$ cat config.mk
export PLATFORM = sky130hd
export DESIGN_NAME = ahb_bm_outstage_mi
export DESIGN_NICKNAME = d
export VERILOG_FILES = /design/src/rtl/ahb_bm_pkg.sv /design/src/rtl/ahb_bm_rr_arb3.sv /design/src/rtl/ahb_bm_outstage_mi.sv
export SDC_FILE = /design/constraint.sdc
export NUM_CORES = 1
export LEC_CHECK = 0
export CORE_AREA = 2 2 128 130
export DETAILED_ROUTE_END_ITERATION = 7
export DIE_AREA = 0 0 130 132
export GPL_TIMING_DRIVEN = 0
export HOLD_SLACK_MARGIN = 0.15
export PLACE_DENSITY_LB_ADDON = 0.05
export SYNTH_ARGS = -nofsm -noshare
export SYNTH_HDL_FRONTEND = slang
export SYNTH_SLANG_ARGS = --single-unit
$ cat constraint.sdc
create_clock -name HCLK -period 4.3 [get_ports HCLK]
set_input_delay 0.43 -clock HCLK [delete_from_list [all_inputs] [get_ports HCLK]]
set_output_delay 0.43 -clock HCLK [all_outputs]
set_load 0.05 [all_outputs]
$ cat src/rtl/ahb_bm_pkg.sv
// Shared definitions for the AHB bus-matrix output stage: HTRANS encodings,
// the "no port" marker and bus field widths.
package ahb_bm_pkg;

  localparam int ADDR_W  = 32;
  localparam int DATA_W  = 32;
  localparam int PROT_W  = 4;
  localparam int SIZE_W  = 3;
  localparam int BURST_W = 3;

  typedef enum logic [1:0] {
    HTRANS_IDLE   = 2'b00,
    HTRANS_BUSY   = 2'b01,
    HTRANS_NONSEQ = 2'b10,
    HTRANS_SEQ    = 2'b11
  } htrans_e;

  // Port index used when no input owns the MI.
  localparam logic [1:0] PORT_NONE = 2'b11;

  // Round-robin successor over the three input ports (0 -> 1 -> 2 -> 0).
  function automatic logic [1:0] rr_next(input logic [1:0] port);
    return (port == 2'd2) ? 2'd0 : port + 2'd1;
  endfunction

endpackage

$ cat src/rtl/ahb_bm_rr_arb3.sv
// Three-input round-robin arbiter for one MI port. Keeps the last address-phase
// owner and holds the grant through bursts (SEQ/BUSY) and locked sequences.
module ahb_bm_rr_arb3
  import ahb_bm_pkg::*;
#(
  parameter int PARK_PORT = 0,
  parameter int LOCK_HOLD = 1
) (
  input  logic       HCLK,
  input  logic       HRESETn,
  input  logic [2:0] sel_i,
  input  logic [5:0] trans_i,     // {trans2, trans1, trans0}
  input  logic [2:0] mastlock_i,
  input  logic       hready_i,
  output logic [1:0] owner_o      // PORT_NONE when nobody is granted
);

  localparam logic [1:0] PARK    = 2'(PARK_PORT);
  localparam logic       LOCK_EN = (LOCK_HOLD != 0);

  logic [1:0] last_owner_q, last_owner_d;
  logic [2:0] req;
  logic       own_sel, own_lock, hold;
  logic [1:0] own_trans;
  logic [1:0] cand;

  // A port requests on NONSEQ or SEQ; BUSY only keeps an existing grant.
  assign req = {sel_i[2] & trans_i[5], sel_i[1] & trans_i[3], sel_i[0] & trans_i[1]};

  // Look up the last owner's current bus signals to evaluate the hold condition.
  // NOTE: every always_comb output gets a default first so no path leaves it
  // unassigned; otherwise synthesis infers a latch.
  always_comb begin
    own_sel   = 1'b0;
    own_trans = HTRANS_IDLE;
    own_lock  = 1'b0;
    case (last_owner_q)
      2'd0:    begin own_sel = sel_i[0]; own_trans = trans_i[1:0]; own_lock = mastlock_i[0]; end
      2'd1:    begin own_sel = sel_i[1]; own_trans = trans_i[3:2]; own_lock = mastlock_i[1]; end
      2'd2:    begin own_sel = sel_i[2]; own_trans = trans_i[5:4]; own_lock = mastlock_i[2]; end
      default: ;
    endcase
    hold = own_sel & ((own_trans == HTRANS_SEQ) | (own_trans == HTRANS_BUSY) |
                      (LOCK_EN & own_lock));
  end

  // Next owner: keep a held owner, otherwise scan starting after the last owner.
  always_comb begin
    owner_o = PORT_NONE;
    cand    = last_owner_q;
    if (hold) begin
      owner_o = last_owner_q;
    end else begin
      for (int i = 0; i < 3; i++) begin
        cand = rr_next(cand);
        if (owner_o == PORT_NONE && req[cand]) owner_o = cand;
      end
    end
  end

  // Ownership only advances on an accepted address phase with a real owner.
  assign last_owner_d = (hready_i && owner_o != PORT_NONE) ? owner_o : last_owner_q;

  // Last-owner register; returns to the park port on reset.
  // NOTE: sequential state uses non-blocking assignments so every flop samples
  // pre-edge values regardless of block ordering.
  always_ff @(posedge HCLK or negedge HRESETn) begin
    if (!HRESETn) last_owner_q <= PARK;
    else          last_owner_q <= last_owner_d;
  end

endmodule

$ cat src/rtl/ahb_bm_outstage_mi.sv
// Bus-matrix output stage for one MI port: arbitrates the three input-stage
// requests, muxes the owner's address/control onto the MI bus and the
// data-phase owner's write data one cycle later.
module ahb_bm_outstage_mi
  import ahb_bm_pkg::*;
#(
  parameter int PARK_PORT = 0,
  parameter int LOCK_HOLD = 1
) (
  input  logic        HCLK,
  input  logic        HRESETn,
  input  logic        sel_op0, sel_op1, sel_op2,
  input  logic [31:0] addr_op0, addr_op1, addr_op2,
  input  logic [1:0]  trans_op0, trans_op1, trans_op2,
  input  logic        write_op0, write_op1, write_op2,
  input  logic [2:0]  size_op0, size_op1, size_op2,
  input  logic [2:0]  burst_op0, burst_op1, burst_op2,
  input  logic [3:0]  prot_op0, prot_op1, prot_op2,
  input  logic        mastlock_op0, mastlock_op1, mastlock_op2,
  input  logic [31:0] wdata_op0, wdata_op1, wdata_op2,
  input  logic        held_tran_op0, held_tran_op1, held_tran_op2,
  input  logic        HREADYOUTM,
  output logic        active_op0, active_op1, active_op2,
  output logic        HSELM,
  output logic [31:0] HADDRM,
  output logic [1:0]  HTRANSM,
  output logic        HWRITEM,
  output logic [2:0]  HSIZEM,
  output logic [2:0]  HBURSTM,
  output logic [3:0]  HPROTM,
  output logic        HMASTLOCKM,
  output logic [31:0] HWDATAM,
  output logic        HREADYMUXM
);

  localparam logic [1:0] PARK = 2'(PARK_PORT);

  logic [1:0]         addr_in_port, mux_port;
  logic [1:0]         data_in_port_q, data_in_port_d;
  logic               owned;
  logic               m_sel, m_write, m_lock;
  logic [ADDR_W-1:0]  m_addr;
  logic [1:0]         m_trans;
  logic [SIZE_W-1:0]  m_size;
  logic [BURST_W-1:0] m_burst;
  logic [PROT_W-1:0]  m_prot;
  logic               unused_held;

  // Held-transfer flags are informational here; ownership is tracked by the arbiter.
  assign unused_held = held_tran_op0 ^ held_tran_op1 ^ held_tran_op2;

  ahb_bm_rr_arb3 #(
    .PARK_PORT (PARK_PORT),
    .LOCK_HOLD (LOCK_HOLD)
  ) u_arb (
    .HCLK       (HCLK),
    .HRESETn    (HRESETn),
    .sel_i      ({sel_op2, sel_op1, sel_op0}),
    .trans_i    ({trans_op2, trans_op1, trans_op0}),
    .mastlock_i ({mastlock_op2, mastlock_op1, mastlock_op0}),
    .hready_i   (HREADYOUTM),
    .owner_o    (addr_in_port)
  );

  assign owned    = (addr_in_port != PORT_NONE);
  assign mux_port = owned ? addr_in_port : PARK;

  // Address/control mux; with no owner the park port drives the passive fields.
  always_comb begin
    m_sel   = sel_op0;   m_addr  = addr_op0;  m_trans = trans_op0; m_write = write_op0;
    m_size  = size_op0;  m_burst = burst_op0; m_prot  = prot_op0;  m_lock  = mastlock_op0;
    case (mux_port)
      2'd1: begin
        m_sel   = sel_op1;   m_addr  = addr_op1;  m_trans = trans_op1; m_write = write_op1;
        m_size  = size_op1;  m_burst = burst_op1; m_prot  = prot_op1;  m_lock  = mastlock_op1;
      end
      2'd2: begin
        m_sel   = sel_op2;   m_addr  = addr_op2;  m_trans = trans_op2; m_write = write_op2;
        m_size  = size_op2;  m_burst = burst_op2; m_prot  = prot_op2;  m_lock  = mastlock_op2;
      end
      default: ;
    endcase
  end

  assign HSELM      = owned ? m_sel   : 1'b0;
  assign HTRANSM    = owned ? m_trans : HTRANS_IDLE;
  assign HMASTLOCKM = owned ? m_lock  : 1'b0;
  assign HADDRM     = m_addr;
  assign HWRITEM    = m_write;
  assign HSIZEM     = m_size;
  assign HBURSTM    = m_burst;
  assign HPROTM     = m_prot;
  assign HREADYMUXM = HREADYOUTM;

  assign active_op0 = sel_op0 & (addr_in_port == 2'd0);
  assign active_op1 = sel_op1 & (addr_in_port == 2'd1);
  assign active_op2 = sel_op2 & (addr_in_port == 2'd2);

  // A data phase exists only for a selected, non-IDLE accepted address phase.
  assign data_in_port_d = !HREADYOUTM ? data_in_port_q :
                          (HSELM && HTRANSM != HTRANS_IDLE) ? addr_in_port : PORT_NONE;

  // Data-phase owner register.
  always_ff @(posedge HCLK or negedge HRESETn) begin
    if (!HRESETn) data_in_port_q <= PORT_NONE;
    else          data_in_port_q <= data_in_port_d;
  end

  // Write-data mux follows the data-phase owner; zero when idle.
  always_comb begin
    HWDATAM = '0;
    case (data_in_port_q)
      2'd0:    HWDATAM = wdata_op0;
      2'd1:    HWDATAM = wdata_op1;
      2'd2:    HWDATAM = wdata_op2;
      default: HWDATAM = '0;
    endcase
  end

endmodule

Yosys cells after proc, flatten, opt, wreduce, memory -nomap -nowiden
Cells that the tools add are included.

Muxes and demuxes: 32. Bitwise gates (word level): 9. Reductions and logical operators: 8. Eq/ne operators: 15. $add $sub $neg: 3. $lt $le $gt $ge: 3.

Operators by type and width (count): 32-bit case mux with 3 select lines (1); 32-bit case mux with 2 select lines (1); 2-bit 2-to-1 mux (12); 2-bit equality test, second input constant (9); 3-bit case mux with 2 select lines (2); 2-bit by 1-bit equality test with 1-bit output, second input constant (5); 2-bit by 3-bit < comparator with 1-bit output, second input constant (3); 4-bit case mux with 2 select lines (1); 1-bit bitwise AND (7); 2-bit by 1-bit adder with 2-bit output, second input constant (3); 1-bit binary-select mux with 2-bit select (3); 2-bit logical NOT (3); 1-bit case mux with 2 select lines (3); 1-bit case mux with 3 select lines (2); 2-bit case mux with 3 select lines (1); 1-bit 2-to-1 mux (5); 1-bit logical AND (4); 2-bit case mux with 2 select lines (1); 2-bit inequality test, second input constant (1); 1-bit bitwise OR (2); 2-bit nonzero test (1).

Word-level logic and storage cells: 72. Bits in registers: 4.

Depth between registers and ports, before layout
Gate-level depths: netlist (run 1).

Depth after elaboration: 23. Gate-level depth with buffers: 13. Depth with buffers taken out: 11.

By module
From an unflattened synthesis (run 1), not the netlist that was laid out.

Cell total of the unflattened synthesis: 321. Area total of the unflattened synthesis: 2016.9 sq um.

Modules (own cells, without submodules): ahb_bm_outstage_mi (sequential area each 52.6 sq um, cells each 287, area an instance 1721.7 sq um, instances 1); ahb_bm_rr_arb3 (sequential area each 50.0 sq um, cells each 34, area an instance 295.3 sq um, instances 1).

Least setup slack after synthesis (run 1)
OpenSTA, ideal clock, no wires.

Kind: reg-to-output. Start point: reg u_arb.last_owner_q[0]. End point: out HADDRM[10]. Path buffers: 3. Cell stages (with the launch flop): 12. Arrival: 3.055 ns. Required time: 3.870 ns. Setup slack: 0.815 ns. Cells stage by stage: dfrtp_1 buf_6 nand2b_4 o21ai_2 nand2_2 mux2_4 inv_1 ha_1 buf_2 buf_1 a22oi_1 o21ai_0.

Longest elaborated chain between the ends: 18. Elaborated cells on any way between the ends: 40.

Ends and longest elaborated chain: start: declaration (RTL line ahb_bm_rr_arb3.sv:21) `logic [1:0] last_owner_q, last_owner_d;`; start signal: assignment (RTL line ahb_bm_rr_arb3.sv:69) `else last_owner_q <= last_owner_d;`; 2-bit by 1-bit adder with 2-bit output or 2-bit equality test (tied branches) (RTL line ahb_bm_pkg.sv:23, ahb_bm_rr_arb3.sv:37); 2-bit 2-to-1 mux (RTL line ahb_bm_pkg.sv:23) `return (port == 2'd2) ? 2'd0 : port + 2'd1;`; 1-bit binary-select mux with 2-bit select (RTL line ahb_bm_rr_arb3.sv:56) `if (owner_o == PORT_NONE && req[cand]) owner_o = cand;`; 1-bit 2-to-1 mux (implied by the code) (RTL line ahb_bm_rr_arb3.sv:56); 2-bit 2-to-1 mux (RTL line ahb_bm_rr_arb3.sv:56); 2-bit 2-to-1 mux (RTL line ahb_bm_rr_arb3.sv:51) `if (hold) begin`; 2-bit equality test (RTL line ahb_bm_rr_arb3.sv:56); 1-bit logical AND (RTL line ahb_bm_rr_arb3.sv:56); [3 not listed]; 1-bit logical AND (RTL line ahb_bm_rr_arb3.sv:56); 2-bit 2-to-1 mux (RTL line ahb_bm_rr_arb3.sv:56); 2-bit 2-to-1 mux (*) (RTL line ahb_bm_rr_arb3.sv:51); via addr_in_port[0] (RTL line ahb_bm_outstage_mi.sv:38) `logic [1:0] addr_in_port, mux_port;`; 2-bit inequality test (RTL line ahb_bm_outstage_mi.sv:65) `assign owned = (addr_in_port != PORT_NONE);`; 2-bit 2-to-1 mux (*) (RTL line ahb_bm_outstage_mi.sv:66) `assign mux_port = owned ? addr_in_port : PARK;`; 2-bit equality test or 2-bit by 1-bit equality test with 1-bit output (tied branches) (RTL line ahb_bm_outstage_mi.sv:72) `case (mux_port)`; 32-bit case mux with 2 select lines (*) (RTL line ahb_bm_outstage_mi.sv:72); end: declaration (RTL line ahb_bm_outstage_mi.sv:25) `output logic [31:0] HADDRM,`.

Mark *: on every way through the listed nets, which the timed path passes. The rest lies on a longest branch. The select of a mux whose other input is x is not followed.

Worst setup path in the final report (run 1)
Start point: in sel_op0. End point: out HADDRM[17].

Longest elaborated chain between the ends: 17. Elaborated cells on any way between the ends: 24.

Ends and longest elaborated chain: start: declaration (RTL line ahb_bm_outstage_mi.sv:12) `input logic sel_op0, sel_op1, sel_op2,`; 1-bit bitwise AND (RTL line ahb_bm_rr_arb3.sv:28) `assign req = {sel_i[2] & trans_i[5], sel_i[1] & trans_i[3], sel_i[0] & trans_i[1]};`; 1-bit binary-select mux with 2-bit select (RTL line ahb_bm_rr_arb3.sv:56); 1-bit 2-to-1 mux (implied by the code) (RTL line ahb_bm_rr_arb3.sv:56); 2-bit 2-to-1 mux (RTL line ahb_bm_rr_arb3.sv:56); 2-bit 2-to-1 mux (RTL line ahb_bm_rr_arb3.sv:51); 2-bit equality test (RTL line ahb_bm_rr_arb3.sv:56); 1-bit logical AND (RTL line ahb_bm_rr_arb3.sv:56); 2-bit 2-to-1 mux (RTL line ahb_bm_rr_arb3.sv:56); [2 not listed]; 1-bit logical AND (RTL line ahb_bm_rr_arb3.sv:56); 2-bit 2-to-1 mux (RTL line ahb_bm_rr_arb3.sv:56); 2-bit 2-to-1 mux (*) (RTL line ahb_bm_rr_arb3.sv:51); via addr_in_port[1] (RTL line ahb_bm_outstage_mi.sv:38); 2-bit inequality test (RTL line ahb_bm_outstage_mi.sv:65); 2-bit 2-to-1 mux (*) (RTL line ahb_bm_outstage_mi.sv:66); 2-bit equality test or 2-bit by 1-bit equality test with 1-bit output (tied branches) (RTL line ahb_bm_outstage_mi.sv:72); 32-bit case mux with 2 select lines (*) (RTL line ahb_bm_outstage_mi.sv:72).

Marks and branches as above.

==> key figures, run 1 <==
Worst setup path
  • Crit path required time: between 3 and 4 ns
  • R2R depth: 10
  • Worst-path fanout max: 10
  • Crit end category: output pin
  • Worst R2R Setup Slack: 1.71 ns
  • Critical Path End: HADDRM[17]
  • Reg-to-Reg End: data_in_port_q[1]
  • Slowest Stage Delay on Critical Path: approximately 0.60 ns
  • Worst Setup SP: sel_op0
  • Critical Path Slowest Stage Cell: clkdlybuf4s50_1
  • Critical path type: input port to output pin
  • CP arrival: 3.67 ns
  • FF-to-FF Start: u_arb.last_owner_q[1]
  • Setup crit start kind: input port
  • Crit path cell chain: clkdlybuf4s50_1, nand2_1, a21bo_1, a32oi_1, o21ba_2, ha_1, buf_2, buf_2, clkbuf_2, nand2_1, o21ai_0, clkdlybuf4s15_2

Final layout
  • Area Growth Syn to Fin: 182%
  • Commonest non-fill, non-tap cell in the layout: clkdlybuf4s50_1
  • Nets@finish: between 800 and 900
  • Most frequent cells in the layout: 278 x clkdlybuf4s50_1, 80 x nand2_1, 74 x o21ai_0, 46 x a22oi_1, 32 x mux2i_1
  • Share of cells above drive strength 1: 0.0822
  • Fillers: 1702
  • Final core area utilization: 0.347

Synthesis
  • Syn. warnings: 0
  • Syn_nets: around 570
  • Largest area contributor in the netlist: o21ai_0
  • Post-Synthesis Cells: between 300 and 400
  • Number of library cell types mapped by synthesis: 35
  • Synthesized area per cell: between 6 and 7 µm²
  • Count of state elements after synthesis: 4
  • Area share of the largest cell type after synthesis: 0.191
  • Post-Syn Area: between 1500 and 2000 µm²
  • Seq/Total Area, Yosys: 0.0529
  • Top cells by area, synth: o21ai_0 19%, a22oi_1 18%, mux2i_1 17%

CTS
  • Post-CTS Resized: 82
  • Clk root buf: clkbuf_16
  • H-tree depth: 1
  • Clk_lat worst skew: 0.23 ns
  • CTS tree: built
  • Clock Sinks: 4
  • Longest Clk Path Bufs: 2
  • CTS Buf Count: 3
  • Reg clk slew, reported paths: 0.03 ns
  • Setup Buffers After CTS: 0
  • Hold buffers post-CTS: 0

Placement
  • Detailed Place HPWL: ~12 mm
  • Port bufs: roughly 320
  • GPL Wtd Cong: ~0.76

STA
  • Fin. Hold Viols: 0
  • Tmin final: approximately 4.1 ns
  • Fmax: 244 MHz
  • Fin crit share: 0.954
  • Slew headroom: 0.614
  • Least-Margin Pin Slew: approximately 0.58 ns
  • Clk_skew: roughly 0.0021 ns
  • Endpoints failing setup: 0
  • Fin. max-slew vios: 0
  • Unrepaired setup endpoints after global routing: false

Die
  • Die height: between 100 and 150 µm
  • Core box area: roughly 16000 µm²
  • I/O pin count: 326
  • Die area: 17200 µm²
  • Row cnt: 46
  • Die X: around 130 µm
  • Initial Util: 0.123

Global route
  • Vias in the first global route: 3913
  • Pin count of the biggest net entering global routing: 11
  • Initial antenna violation count: 1
  • Gr ovfl total: 0
  • GRT Total Usage: 0.155
  • First-pass GRT wire length: around 21 mm

Route
  • DRT antenna net count: 0
  • Routed length per instance: around 16 µm
  • Via count: roughly 3600
  • Final wirelength: 14.2 mm
  • 1st-pass router iterations: 4
  • Post-route DRC: 0
  • Vias/cell: between 4 and 5
  • Iteration-0 DRC Markers: 58

Status
  • Outcome: finished clean

Power and ir drop
  • Static Leak: 0.00225 µW
  • Design Power: roughly 5100 µW
  • Power density over the cells: roughly 940 nW/µm²
  • VDD IR-drop max: roughly 0.00059 V

Job
  • Max Cap Viol: 0

Hold path
  • Type of the tightest min-delay check: input port to asynchronous set/reset pin
[cell usage after synthesis (all sizes together)]
master   n
or2      1
o31ai    1
a32oi    1
a22oi   47
nand4    1
buf     18
a211o    1
clkbuf  15
inv      3
ha       4
a21bo    1
mux2     2
nor2b    2
dfstp    2
a21oi    7
nor2     9
o21ai   79
mux2i   32
nand2b   2
a311oi   2
nand2   81
and2     3
o22a     2
dfrtp    2
o21ba    1
[layer usage]
metal  track usage  part of all wire  vias up
met5             0                 0        -
met4        0.0335             0.021        0
met3        0.0434             0.087       18
met2         0.320              0.56      179
met1         0.147              0.33     1606
li1              -                 -     1811
[stage by stage]
| stage | setup slack [ns] | hold WS, ns | setup TNS [ns] | cells | instance area [µm²] |
|---|---|---|---|---|---|
| floorplan | 0.815 | 0.134 | 0 | 319 | 1940 |
| global placement | -0.451 | 0.608 | -8.75 | 857 | 5430 |
| detailed placement | -0.476 | 0.611 | -9.62 | 857 | 5430 |
| CTS | 0.00450 | 0.422 | 0 | 861 | 5490 |
| global route | 0.00232 | 0.431 | 0 | 862 | 5460 |
| finish | 0.197 | 0.418 | 0 | 862 | 5460 |
[report_power, final]
part | internal, µW | total (µW) | switching [µW]
sequential | 57.1 | 72.1 | 15.0
clock | 123 | 151 | 27.9
combinational | 1410 | 4900 | 3490
total | 1590 | 5130 | 3540
[cell families (layout without fill, tap and decap cells)]
kind of cell             count (synthesis)  count (layout)  share of synthesized area
AO/OA/AOI/OAI                          142             142                      0.452
AND/OR/NAND/NOR                         99              99                      0.210
buffers and inverters                   36             362                     0.0807
multiplexers                            34              34                      0.179
adder cells (fa/ha/maj)                  4               4                     0.0258
flip-flops                               4               4                     0.0529
other                                    0               1                          0
[layout make-up]
cell class | count | area, µm² | area share
diodes | 1 | 2.50 | 0.000458
plain buffers | 33 | 154 | 0.0282
clock buffers | 4 | 78.8 | 0.0144
inverters | 3 | 11.3 | 0.00206
multi-input cells | 279 | 1680 | 0.308
flip-flops and latches | 4 | 103 | 0.0188
well taps | 216 | 270 | 0.0495
repair buffers | 322 | 3160 | 0.579
[worst min path at each step]
stage | startpoint | to | slack (ns) | cells past startpoint
after floorplan | HRESETn | u_arb.last_owner_q[0] | 0.13 | 0
after detailed placement | data_in_port_q[0] | data_in_port_q[0] | 0.61 | 1
after global routing | HRESETn | u_arb.last_owner_q[1] | 0.43 | 1
after CTS | HRESETn | u_arb.last_owner_q[0] | 0.42 | 1
final | HRESETn | u_arb.last_owner_q[0] | 0.42 | 1
after global placement | data_in_port_q[0] | data_in_port_q[0] | 0.61 | 1
[state kept, by name (all words and copies together) (netlist names)]
register	flops
u_arb.last_owner_q	2
data_in_port_q	2
[critical path, delay by kind of cell]
| family | cells | cell delay [ns] |
|---|---|---|
| buffers and inverters | 5 | 1.80 |
| AOI/OAI and AO/OA | 4 | 0.84 |
| adders and majority gates | 1 | 0.38 |
| and+or+nand+nor | 2 | 0.22 |
Note: power is estimated with default switching activity, not from simulation.
==> run 2, diff against run 1 <==
Settings changed: CORE_AREA 2 2 128 130 to 2 2 126 128, DIE_AREA 0 0 130 132 to 0 0 128 130, DONT_BUFFER_PORTS set to 1.
==> key figures, run 2 (synthesis results as in run 1) <==
Worst setup path
  • Worst R2R Setup Slack: 1.64 ns (-0.07 ns)
  • Crit path required time: 3.87 ns (about the same)
  • Critical Path Slowest Stage Cell: o21ai_1
  • Most common cell on crit path: buf_2
  • Crit path cell chain: buf_6, or2_1, a32oi_1, o21ba_2, ha_1, buf_2, buf_2, clkbuf_1, nand2_1, o21ai_1
  • Buf/Inv on CP: 4 (-1)
  • Crit end category: output pin
  • Worst-path fanout max: 10 (unchanged)
  • Slowest Stage Delay on Critical Path: 0.56 ns (-0.04 ns)
  • Reg-to-Reg End: data_in_port_q[1]
  • FF-to-FF Start: u_arb.last_owner_q[1]
  • Setup crit start kind: flip-flop
  • CP arrival: 3.46 ns (-0.21 ns)
  • Top delay family on crit path: buffers and inverters
  • R2R depth: 10 (unchanged)
  • Critical path type: flip-flop to output pin

CTS
  • CTS Buf Count: 3 (unchanged)
  • Clk root buf: clkbuf_16
  • H-tree depth: 1 (unchanged)
  • CTS tree: built
  • Setup Buffers After CTS: 0 (unchanged)
  • Clk_lat worst skew: 0.23 ns (about the same)
  • Hold buffers post-CTS: 1 (+1)
  • Longest Clk Path Bufs: 2 (unchanged)
  • Clock Sinks: 4 (unchanged)
  • Reg clk slew, reported paths: 0.03 ns (about the same)
  • Post-CTS Resized: 0 (-100%)

Hold path
  • Hold EP: data_in_port_q[0]
  • Hold path startpoint: HREADYOUTM
  • Cells on Worst Hold Path: 1
  • Type of the tightest min-delay check: input port to flip-flop

Route
  • 1st-pass router iterations: 4 (unchanged)
  • DRT antenna net count: 0 (unchanged)
  • Via count: 2458 (-32%)
  • Post-route DRC: 0 (unchanged)
  • Vias/cell: 4.76 (+14%)
  • Final wirelength: 9.80 mm (-31%)
  • Iteration-0 DRC Markers: 109 (+88%)
  • Routed length per instance: 19.0 µm (+16%)

STA
  • Unrepaired setup endpoints after global routing: false
  • Fin. Hold Viols: 0 (unchanged)
  • Clk_skew: 0.00355 ns (+0.00141 ns)
  • Least-Margin Pin Slew: 1.07 ns (+0.494 ns)
  • Tmin final: 3.89 ns (-0.213 ns)
  • Fin crit share: 0.905 (-0.0494)
  • Slew headroom: 0.281 (-0.333)
  • Fin. max-slew vios: 0 (unchanged)
  • Setup TNS: 0 ns (unchanged)
  • Fmax: 257 MHz (+5.5%)
  • Endpoints failing setup: 0 (unchanged)
  • Worst hold slack: 0.347 ns (-0.0706 ns)

Final layout
  • Regs by FF count: data_in_port_q x2, u_arb.last_owner_q x2
  • Most frequent cells in the layout: 80 x nand2_1, 75 x o21ai_1, 46 x a22oi_1, 32 x mux2i_1, 16 x clkbuf_1
  • Fillers: 1783 (+4.8%)
  • Share of cells above drive strength 1: 0.0710 (-0.0112)
  • Nets@finish: 572 (-36%)
  • Finished Cell Area: 2270 µm² (-58%)
  • Area Growth Syn to Fin: 17.0%
  • N_diodes: 0 (-1)
  • Commonest non-fill, non-tap cell in the layout: nand2_1

Die
  • I/O pin count: 326 (unchanged)
  • Initial Util: 0.126 (+0.00230)
  • Row cnt: 46 (unchanged)
  • Die area: 16600 µm² (-3.0%)
  • Core box area: 15400 µm² (-1.8%)
  • Die height: 130 µm (-1.5%)
  • Die X: 128 µm (-1.5%)

Global route
  • Pin count of the biggest net entering global routing: 11 (unchanged)
  • First-pass GRT wire length: 13.1 mm (-38%)
  • GRT Total Usage: 0.100 (-0.0548)
  • Vias in the first global route: 2412 (-38%)
  • Gr ovfl total: 0 (unchanged)
  • Initial antenna violation count: 0 (-1)

Job
  • Max Cap Viol: 0 (unchanged)

Placement
  • Placed inst area: 2180 µm² (-60%)
  • GPL Wtd Cong: 0.704 (-7.6%)
  • Detailed Place HPWL: 8.46 mm (-31%)
  • Port bufs: 0 (-100%)

Status
  • Outcome: finished clean
run 2: through the flow:
stage	utilization	setup slack [ns]	std cells
2_1_floorplan	-	0.815	319
3_3_place_gp	0.141	0.0409	511
3_5_place_dp	0.141	0.508	511
4_1_cts	0.147	0.348	516
5_1_grt	0.147	0.107	516
6_report	0.147	0.409	516
run 2: how the worst max path moves through the flow:
stage,startpoint,endpoint,cells after the start
finish,u_arb.last_owner_q[0],HPROTM[0],10
CTS,u_arb.last_owner_q[1],HSIZEM[1],9
global placement,trans_op1[0],HSIZEM[1],9
detailed placement,trans_op1[0],HSIZEM[1],9
global route,u_arb.last_owner_q[0],HPROTM[1],12
floorplan,u_arb.last_owner_q[0],HADDRM[10],11
run 2: metal layers:
layer / track usage / vias to the layer above / wire length [µm]
met2: 0.214 / 178 / 5540
met1: 0.0977 / 1103 / 3410
met4: 0.0233 / 0 / 116
met5: 0 / - / 0
li1: - / 1168 / -
met3: 0.0205 / 9 / 723
run 2: cell type report:
| class | count | area (µm²) | share of cell area |
|---|---|---|---|
| buffer | 33 | 145 | 0.0640 |
| clock buffer | 4 | 78.8 | 0.0348 |
| inverter | 3 | 11.3 | 0.00497 |
| multi-input combinational | 279 | 1680 | 0.741 |
| sequential | 4 | 103 | 0.0453 |
| tap | 192 | 240 | 0.106 |
| timing repair buffer | 1 | 10.0 | 0.00442 |
run 2: worst register-to-register path: stages, from the launching register on:
cell      delay [ns]
dfrtp_1         0.45
nor2_2          0.17
a22oi_2         0.11
a311oi_1        0.35
o21ba_2         0.24
inv_1           0.07
ha_1            0.19
and2_1          0.35
o31ai_1         0.38
a211o_1         0.18
o22a_1          0.13
Power of run 2 is left out: the tool's default activity adds up to more than one toggle a clock period on the data nets, which glitch-free logic cannot reach.
